--- src/rtl/timer_multi.sv ---
// timer_multi: multi-channel prescaler/rounds timer with sticky done flags and a combined registered irq
module timer_multi #(
  parameter int WIDTH = 16,
  parameter int CH_BITS = 1
) (
  input  logic               clk,
  input  logic               reset,
  input  logic               cs,
  input  logic               we,
  input  logic [CH_BITS+2:0] addr,
  input  logic [WIDTH-1:0]   in,
  output logic [WIDTH-1:0]   out,
  output logic               irq
);
  localparam int CHANNELS = 2 ** CH_BITS;
  logic [WIDTH-1:0] presc_q [CHANNELS];
  logic [WIDTH-1:0] presc_d [CHANNELS];
  logic [WIDTH-1:0] rounds_q [CHANNELS];
  logic [WIDTH-1:0] rounds_d [CHANNELS];
  logic [WIDTH-1:0] pgoal_q [CHANNELS];
  logic [WIDTH-1:0] pgoal_d [CHANNELS];
  logic [WIDTH-1:0] rgoal_q [CHANNELS];
  logic [WIDTH-1:0] rgoal_d [CHANNELS];
  logic [WIDTH-1:0] rnext [CHANNELS];
  logic [CHANNELS-1:0] run_q, run_d, done_q, done_d, per_q, per_d, ien_q, ien_d;
  logic [CHANNELS-1:0] hit, start, adv, tick, fin;
  logic irq_q, irq_d;
  logic [2:0] sel;
  logic [CH_BITS-1:0] ch;
  logic [WIDTH-1:0] rd;
  assign sel = addr[2:0];
  assign ch = addr[CH_BITS+2:3];
  always_comb begin
    presc_d = presc_q;
    rounds_d = rounds_q;
    pgoal_d = pgoal_q;
    rgoal_d = rgoal_q;
    rnext = rounds_q;
    run_d = run_q;
    done_d = done_q;
    per_d = per_q;
    ien_d = ien_q;
    hit = '0;
    start = '0;
    adv = '0;
    tick = '0;
    fin = '0;
    for (int c = 0; c < CHANNELS; c++) begin
      hit[c] = cs && we && ch == CH_BITS'(c);
      start[c] = hit[c] && sel == 3'd2 && in[0];
      adv[c] = run_q[c] && !(hit[c] && sel == 3'd2 && in[1]);
      tick[c] = adv[c] && presc_q[c] == pgoal_q[c];
      rnext[c] = rounds_q[c] + WIDTH'(1);
      fin[c] = tick[c] && rnext[c] == rgoal_q[c];
      presc_d[c] = !adv[c] ? presc_q[c] : tick[c] ? '0 : presc_q[c] + WIDTH'(1);
      rounds_d[c] = fin[c] && per_q[c] ? '0 : tick[c] ? rnext[c] : rounds_q[c];
      run_d[c] = (fin[c] ? per_q[c] : adv[c]) && !(hit[c] && sel < 3'd2);
      done_d[c] = fin[c] || (done_q[c] && !(hit[c] && sel == 3'd3 && in[0]));
      rgoal_d[c] = hit[c] && sel == 3'd0 ? in : rgoal_q[c];
      pgoal_d[c] = hit[c] && sel == 3'd1 ? in : pgoal_q[c];
      per_d[c] = hit[c] && sel == 3'd2 ? in[2] : per_q[c];
      ien_d[c] = hit[c] && sel == 3'd2 ? in[3] : ien_q[c];
      if (start[c]) begin
        presc_d[c] = '0;
        rounds_d[c] = '0;
        done_d[c] = rgoal_q[c] == '0;
        run_d[c] = rgoal_q[c] != '0;
      end
    end
    irq_d = |(done_q & ien_q);
  end
  assign rd = sel == 3'd0 ? rgoal_q[ch] :
              sel == 3'd1 ? pgoal_q[ch] :
              sel == 3'd2 ? WIDTH'({run_q[ch], ien_q[ch], per_q[ch], 2'b00}) :
              sel == 3'd3 ? WIDTH'({run_q[ch], done_q[ch]}) :
              sel == 3'd4 ? rounds_q[ch] : '0;
  assign out = cs && !we ? rd : '0;
  assign irq = irq_q;
  always_ff @(posedge clk) begin
    if (reset) begin
      for (int c = 0; c < CHANNELS; c++) begin
        presc_q[c] <= '0;
        rounds_q[c] <= '0;
        pgoal_q[c] <= '0;
        rgoal_q[c] <= '0;
      end
      run_q <= '0;
      done_q <= '0;
      per_q <= '0;
      ien_q <= '0;
      irq_q <= 1'b0;
    end else begin
      presc_q <= presc_d;
      rounds_q <= rounds_d;
      pgoal_q <= pgoal_d;
      rgoal_q <= rgoal_d;
      run_q <= run_d;
      done_q <= done_d;
      per_q <= per_d;
      ien_q <= ien_d;
      irq_q <= irq_d;
    end
  end
endmodule

--- config.mk ---
export PLATFORM = sky130hd
export DESIGN_NAME = timer_multi
export DESIGN_NICKNAME = d
export VERILOG_FILES = /design/src/rtl/timer_multi.sv
export SDC_FILE = /design/constraint.sdc
export NUM_CORES = 1
export LEC_CHECK = 0
export CAP_MARGIN = 20
export CORE_AREA = 4 4 240 125
export DETAILED_ROUTE_END_ITERATION = 16
export DIE_AREA = 0 0 244 129
export GPL_TIMING_DRIVEN = 0
export SLEW_MARGIN = 20
export SYNTH_ARGS = -nofsm -noshare
export SYNTH_HDL_FRONTEND = slang
export SYNTH_SLANG_ARGS = --single-unit
--- constraint.sdc ---
create_clock -name clk -period 3.17 [get_ports clk]
set_input_delay 0.317 -clock clk [delete_from_list [all_inputs] [get_ports clk]]
set_output_delay 0.317 -clock clk [all_outputs]
set_load 0.02 [all_outputs]
Yosys cells after proc, flatten, opt, wreduce, memory -nomap -nowiden
Cells that the tools add are included.
- input bits: 24
- logic and storage cells: 115
- register bits: 137
- bitwise operators: 3
- $lt $le $gt $ge: 3
- mux-type cells: 31
- reductions and logical operators: 51
- add/sub/neg operators: 4
- eq/ne operators: 8
- operators with widths (kind ; count):
    2-to-1 mux 16 bit ; 17
    adder 16 x 1 -> 16 bit, second input constant ; 4
    equality test 16 bit ; 4
    logical AND 1 bit ; 32
    zero test 16 bit ; 2
    nonzero test 16 bit ; 2
    2-to-1 mux 1 bit ; 14
    zero test 1 bit ; 7
    equality test 3 x 2 -> 1 bit, second input constant ; 2
    OR reduction 2 bit ; 3
    OR reduction 3 bit ; 2
    equality test 3 x 1 -> 1 bit, second input constant ; 1
    equality test 3 bit, second input constant ; 1
    zero test 3 bit ; 1
    < comparator 3 x 2 -> 1 bit, second input constant ; 1
    AND 2 bit ; 1
    greater-or-equal comparator 2 bit, second input constant ; 1
    logical OR 1 bit ; 2
    < comparator 1 x 2 -> 1 bit, second input constant ; 1
    NOT 1 -> 2 bit ; 1
    NOT 1 bit ; 1

Depth between registers and ports, before layout
Gate-level depths: netlist of the first run.
- word-level depth: 11
- gate-level depth with buffers: 11
- gate-level depth less buffers: 8

Least setup slack after synthesis of the first run
Ideal clock, no wire load.
- path kind: in2out
- start point: input port addr[3]
- end point: output port out[1]
- slack: 361 ps
- path buffers: 3
- cell stages on the path: 5
- data arrival time: 2492 ps
- required time: 2853 ps
- cells stage by stage: buf_2 -> buf_1 -> clkbuf_1 -> mux2i_1 -> a2111oi_0
- cells in the longest elaborated chain, start to end: 10
- elaborated cells on any way between the ends: 18
- classes of those cells: mux: 17; bitwise: 1
- RTL lines (what ; line ; source):
    start, declared ; 10 ; input logic [CH_BITS+2:0] addr,
    NOT 1 -> 2 bit (not written as such) ; 72, 73, 76 ;
    2-to-1 mux 16 bit (not written as such) (3 in a row) ; 76 ; sel == 3'd4 ? rounds_q[ch] : '0;
    2-to-1 mux 16 bit ; 76 ;
    2-to-1 mux 16 bit ; 75 ; sel == 3'd3 ? WIDTH'({run_q[ch], done_q[ch]}) :
    2-to-1 mux 16 bit ; 74 ; sel == 3'd2 ? WIDTH'({run_q[ch], ien_q[ch], per_q[ch], 2'b00}) :
    2-to-1 mux 16 bit ; 73 ; sel == 3'd1 ? pgoal_q[ch] :
    2-to-1 mux 16 bit (*) ; 72 ; assign rd = sel == 3'd0 ? rgoal_q[ch] :
    2-to-1 mux 16 bit (*) ; 77 ; assign out = cs && !we ? rd : '0;
    end, declared ; 12 ; output logic [WIDTH-1:0] out,
Mark *: on every way between the ends. The rest lies on a longest branch, timed or not. The select of a mux whose other input is x is not followed.

Worst setup path in the final report of the first run
- start point: input port addr[1]
- end point: output port out[3]
- cells in the longest elaborated chain, start to end: 7
- elaborated cells on any way between the ends: 11
- classes of those cells: eq/ne: 4; mux: 6; reduce/logical: 1
- RTL lines (what ; line):
    equality test 3 bit ; 76
    2-to-1 mux 16 bit ; 76
    2-to-1 mux 16 bit ; 75
    2-to-1 mux 16 bit ; 74
    2-to-1 mux 16 bit ; 73
    2-to-1 mux 16 bit (*) ; 72
    2-to-1 mux 16 bit (*) ; 77
Mark *: on every way between the ends. The rest lies on a longest branch, timed or not.

==> results of run 1 <==
-- cells in the final DEF (no fill, tap or decap), types with 8 or more instances in the layout --
cell type / n
clkbuf_16: 17
clkbuf_1: 36
xor2_1: 67
dlygate4sd2_1: 12
nand2_1: 145
mux2i_1: 50
xnor2_1: 52
nor4_1: 31
and3_1: 22
a211oi_1: 13
inv_1: 16
nand3_1: 29
buf_2: 16
nand4_1: 29
nor2b_1: 9
nor3_2: 11
o21ai_0: 16
nor3_1: 40
clkdlybuf4s50_1: 21
dfxtp_1: 137
mux2_2: 15
buf_4: 8
nor2_1: 90
a21oi_1: 83
-- path summary, 6_finish.rpt --
path                              from                        end  depth (start not counted)
min                              in[1]    rgoal_q[1]$_SDFFE_PP0P_                          3
max reg2reg  rounds_q[17]$_SDFFE_PP0N_  rounds_q[22]$_SDFFE_PP0N_                          9
max                            addr[1]                     out[3]                          7
min reg2reg   pgoal_q[14]$_SDFFE_PP0P_   pgoal_q[14]$_SDFFE_PP0P_                          2
-- cell type report --
class / count / area share
Clock inverter: 9 / 0.0138
Timing Repair Buffer: 37 / 0.0361
Tap cell: 382 / 0.0489
Clock buffer: 23 / 0.0509
Buffer: 69 / 0.0348
Inverter: 16 / 0.00614
Sequential cell: 137 / 0.280
Multi-Input combinational cell: 810 / 0.529
-- sequential cells by signal, indices dropped and copies added, names as in the netlist --
signal	cells
done_q	2
ien_q	2
irq	1
per_q	2
pgoal_q	32
presc_q	32
rgoal_q	32
rounds_q	32
run_q	2
-- power by group through the flow --
stage                     Clock, mW  Sequential [mW]  Combinational, mW
after CTS                      2.15             1.74              0.248
after global routing           2.22             1.74              0.269
after floorplan                   0             1.77              0.135
final                          2.13             1.74              0.254
after global placement            0             1.78              0.244
after detailed placement          0             1.78              0.244
-- through the flow --
step	cells	power (mW)	setup TNS, ns
2_1_floorplan	1032	1.91	0
3_3_place_gp	1449	2.02	-11.94
3_5_place_dp	1449	2.02	-12.75
4_1_cts	1481	4.13	0
5_1_grt	1483	4.23	0
6_report	1483	4.13	0
-- logic make-up after synthesis --
kind of cell    count (synthesis)  share of synthesized area
compound gates                172                      0.132
xor+xnor                      119                      0.126
fa+ha+maj                       4                    0.00606
buf+inv                        85                     0.0458
flops                         137                      0.332
mux                            65                     0.0811
simple gates                  450                      0.277
-- critical path, delay by kind of cell --
family                 cells  cell delay [ns]
AO/OA/AOI/OAI              2             0.65
buffers and inverters      3             1.54
AND/OR/NAND/NOR            2             0.24
-- cells in the mapped netlist, drive strengths merged (16+ instances only) --
| cell type | number | area, sq um |
|---|---|---|
| nor3 | 51 | 310 |
| clkbuf | 39 | 146 |
| nand4 | 29 | 181 |
| xnor2 | 52 | 455 |
| nor4 | 33 | 228 |
| nand3 | 30 | 163 |
| xor2 | 67 | 587 |
| o21ai | 18 | 90.1 |
| buf | 30 | 171 |
| a21oi | 83 | 415 |
| nor2 | 91 | 342 |
| inv | 16 | 60.1 |
| mux2i | 50 | 500 |
| nand2 | 145 | 544 |
| and3 | 22 | 138 |
| dfxtp | 137 | 2740 |
-- metal layers --
layer  vias to the layer above  routed length, um  global-route usage
li1                       3781                  -                   -
met1                      3715              12900               0.240
met2                       286              12600               0.286
met3                        48               1960              0.0385
met4                         0                713              0.0556
met5                         -                  0                   0
-- repair_timing --
action,CTS,global route
pin swaps,0,1
setup endpoints to repair,16,13
resized for setup,30,7
setup buffers,0,1
==> qor.csv, run 1 <==
stage;metric;value;unit
status;status;finished, final reports clean;
grt;grt_pass1_wl;43.1;mm
worst_hold_path;hold_path.class;input port to flip-flop;
finish;fillers;2885;
logic_synthesis;syn-num-nets;1060;
finish;drive_above_1_share;0.0954;
clock_network;cts_tree;done;
placement;port_buffers;35;
setup_path;worstPathArrival;2.74;ns
timing;relSlewSlack;0.294;
floorplan;die_h;129;um
setup_path;setup.worst_path.end_class;output pin;
finish;antenna_cells;0;
timing;fin_crit_sh;0.964;
setup_path;path_class;input port to output pin;
floorplan;core-area;0.0275;sq mm
pwr;intPower;3.16;mW
finish;ff_latch_area;0.00274;sq mm
timing;tightest_slew;1.05;ns
floorplan;dieArea;0.0315;sq mm
finish;fin_area;0.00978;sq mm
setup_path;cpPeakStageDelay;0.59;ns
clock_network;clockBufferDepth;2;
finish;area_growth;18.4;%
logic_synthesis;ys.flop_type;dfxtp_1;
detailed_routing;vias;7830;
pwr;p_leak;3.57;nW
pwr;clockPowerShare;0.517;
detailed_routing;first_pass_iters;7;
placement;placed_area;0.00908;sq mm
grt;grt_use_total;0.177;
finish;multiInputGateArea;0.00517;sq mm
pwr;ir_worst_vdd;409;uV
grt;overflow;0;
clock_network;clock-root-buffer;clkbuf_16;
detailed_routing;drtIter0Drc;789;
setup_path;required;2.85;ns
logic_synthesis;syn_inst;1032;
finish;fin_nets;1116;
grt;grt_max_degree;17;
detailed_routing;drc;0;
clock_network;worstSkewPairLatency;0.43;ns
placement;place_congestion;1.00;
detailed_routing;routedWlPerCell;19.0;um
clock_network;path_clk_slew;0.06;ns
logic_synthesis;synth_edf_count;0;
timing;grt_setup_unrepaired;no;
pwr;power_switching;0.970;mW
timing;setup_viol;0;
logic_synthesis;synth_cell_types;72;
timing;slew_viol_final;0;
floorplan;initial_core_util;0.300;
logic_synthesis;synthesis.area;0.00826;sq mm
timing;hold_viol;0;
pwr;combinationalPowerShare;0.062;
logic_synthesis;seq_area_frac_synth;0.332;
timing;min_period;3.06;ns
clock_network;postCtsHoldBufs;0;
pwr;power_density;422;mW/mm^2
detailed_routing;drt-vias-per-instance;5.28;
finish;fin_util;0.355;
clock_network;cts.sinks;137;
detailed_routing;wl;28.2;mm
logic_synthesis;ys_ff_latch;137;
logic_synthesis;ys_warn_count;0;
setup_path;crit_chain;clkdlybuf4s50_1 > clkbuf_1 > nor2_1 > a22o_1 > a221oi_1 > nor2_1 > clkdlybuf4s50_1;
grt;grt_pass1_vias;7408;
logic_synthesis;ys_async_sr_fraction;0;
placement;hpwl;21.4;mm
grt;antenna_found_initial;0;
floorplan;io_pins;41;
clock_network;cts_inserted_buffers;17;
setup_path;reg2reg_slack;0.16;ns
run;cap_violations;0;
timing;max_freq;0.327;GHz
timing;finClkSkew;0.0104;ns
floorplan;row_count;43;
floorplan;die_w;244;um
pwr;p_seq_frac;0.421;
setup_path;worstPathMaxFanout;10;
pwr;swShare;0.235;
logic_synthesis;syn_area_per_cell;8.00;sq um
placement;preCtsSetupSlack;-1.03;ns
timing;setup_ws;0.114;ns
timing;hold_ws;0.401;ns
detailed_routing;antenna_left;0;
setup_path;critPathLaunchType;input port;
clock_network;ctsHtreeMaxLevel;4;
setup_path;critPathSlowestCell;clkdlybuf4s50_1;
No activity file was read; power rests on OpenSTA's default activity.
==> run 2, diff against run 1 <==
==> constraint.sdc (replaced) <==
create_clock -name clk -period 3.17 [get_ports clk]
set_input_delay 0.951 -clock clk [delete_from_list [all_inputs] [get_ports clk]]
set_output_delay 0.951 -clock clk [all_outputs]
set_load 0.02 [all_outputs]
==> qor.csv, run 2 (synthesis results as in run 1) <==
stage;metric;value;unit;change
setup_path;setup.worst_path.end_class;output pin;;
grt;overflow;0;;unchanged
finish;stdcell_count;1506;;+1.6%
pwr;power_density;402;mW/mm^2;-4.7%
grt;grt_use_total;0.182;;+0.00516
detailed_routing;wl;28.9;mm;+2.5%
timing;grt_setup_unrepaired;yes;;
detailed_routing;antenna_left;0;;unchanged
clock_network;worstSkewPairLatency;0.43;ns;about the same
status;violations;negative setup slack;;
pwr;p_leak;3.76;nW;+5.2%
finish;drive_above_1_share;0.191;;+0.0959
grt;grt_pass1_wl;44.3;mm;+2.7%
clock_network;clock-root-buffer;clkbuf_16;;
floorplan;core-area;0.0275;sq mm;unchanged
placement;place_congestion;1.00;;about the same
setup_path;path_class;input port to output pin;;
clock_network;cts_inserted_buffers;17;;unchanged
setup_path;required;2.22;ns;-0.63 ns
timing;hold_viol;0;;unchanged
detailed_routing;drc;0;;unchanged
timing;relSlewSlack;0.310;;+0.0156
run;cap_violations;0;;unchanged
detailed_routing;vias;8064;;+3.0%
grt;grt_max_degree;17;;unchanged
timing;fin_crit_sh;1.01;;+0.0484
floorplan;initial_core_util;0.300;;unchanged
detailed_routing;first_pass_iters;5;;-2
timing;min_period;3.21;ns;+0.153 ns
finish;area_growth;28.2;%;
timing;slew_viol_final;0;;unchanged
finish;layout_commonest_cell;nand2_1;;
finish;fin_util;0.384;;+0.0293
grt;antenna_found_initial;0;;unchanged
floorplan;row_count;43;;unchanged
timing;tightest_slew;1.03;ns;-0.0232 ns
floorplan;dieArea;0.0315;sq mm;unchanged
clock_network;cts.sinks;137;;unchanged
timing;setup_viol;2;;+2
status;status;finished, violations left;;
floorplan;die_w;244;um;unchanged
detailed_routing;routedWlPerCell;19.2;um;+0.96%
timing;setup_ws;-0.0392;ns;-0.153 ns
setup_path;critPathLaunchType;input port;;
timing;max_freq;0.312;GHz;-4.8%
clock_network;ctsHtreeMaxLevel;4;;unchanged
worst_hold_path;hold_path.class;flip-flop to flip-flop;;
pwr;finalPower;4.26;mW;+3.2%
timing;timing.setup.tns;-0.0413;ns;-0.0413 ns
grt;grt_pass1_vias;7647;;+3.2%
finish;antenna_cells;0;;unchanged
timing;finClkSkew;0.0132;ns;+0.00283 ns
placement;port_buffers;35;;unchanged
clock_network;path_clk_slew;0.06;ns;about the same
setup_path;worstPathMaxFanout;6;;-4
clock_network;cts_tree;done;;
floorplan;die_h;129;um;unchanged
clock_network;clockBufferDepth;2;;unchanged
placement;hpwl;21.4;mm;about the same
detailed_routing;drt-vias-per-instance;5.35;;+1.4%
pwr;ir_worst_vdd;362;uV;-11%
finish;fin_nets;1140;;+2.2%
detailed_routing;drtIter0Drc;889;;+13%
setup_path;worstPathArrival;2.26;ns;-0.48 ns
finish;final_cell_mix;145 x nand2_1, 137 x dfxtp_1, 86 x nor2_1, 67 x a21oi_1, 67 x xor2_1;;
floorplan;io_pins;41;;unchanged
placement;dp_cells;1449;;unchanged
## run 2: final timing paths
kind                        startpoint                         to  slack (ns)  cells after the start
max                            addr[2]                     out[4]       -0.04                      7
max reg2reg  rounds_q[16]$_SDFFE_PP0N_  rounds_q[24]$_SDFFE_PP0N_        0.13                      9
min reg2reg    presc_q[1]$_SDFFE_PP0P_    presc_q[1]$_SDFFE_PP0P_        0.51                      2
min            presc_q[1]$_SDFFE_PP0P_    presc_q[1]$_SDFFE_PP0P_        0.51                      2
## run 2: final cells by class
cell class / count / area [sq um]
fillers: 2808 / 17000
multi-input cells: 810 / 5580
flip-flops and latches: 137 / 2740
repair buffers: 65 / 607
clock buffers: 21 / 480
well taps: 382 / 478
plain buffers: 65 / 463
clock inverters: 10 / 165
inverters: 16 / 67.6
## run 2: critical path, stage by stage
cell and delay (ns):
buf_12 0.10, clkinvlp_4 0.14, nor3_4 0.24, buf_4 0.15, a22oi_2 0.08, a2111oi_4 0.38, buf_4 0.21
## run 2: per-layer routing
metal / part of all wire / wire [um] / global-route usage
met4: 0.040 / 1170 / 0.0873
met3: 0.071 / 2040 / 0.0289
met1: 0.45 / 13000 / 0.245
met5: 0 / 0 / 0
met2: 0.44 / 12800 / 0.289
## run 2: what timing repair did
| item | CTS | global route |
|---|---|---|
| hold buffers | 0 | 0 |
| gates resized for setup | 195 | 13 |
| setup endpoints to repair | 71 | 32 |
| pin swaps | 32 | 7 |
| buffers inserted | 17 | 9 |
| cloned | 3 | 1 |
## run 2: through the flow
step	cell area [sq um]	hold slack, ns	setup slack [ns]
after floorplan	8410	0.456	-0.0238
after global placement	9240	0.494	-1.41
after detailed placement	9240	0.503	-1.41
after CTS	10500	0.514	-0.0515
after global routing	10600	0.535	-0.0782
final	10600	0.512	-0.0392
## run 2: power by group
group	leakage (nW)	switching, mW	internal (mW)
sequential	1.10	0.0111	1.73
combinational	2.35	0.207	0.139
clock	0.308	0.777	1.40
total	3.76	0.995	3.26
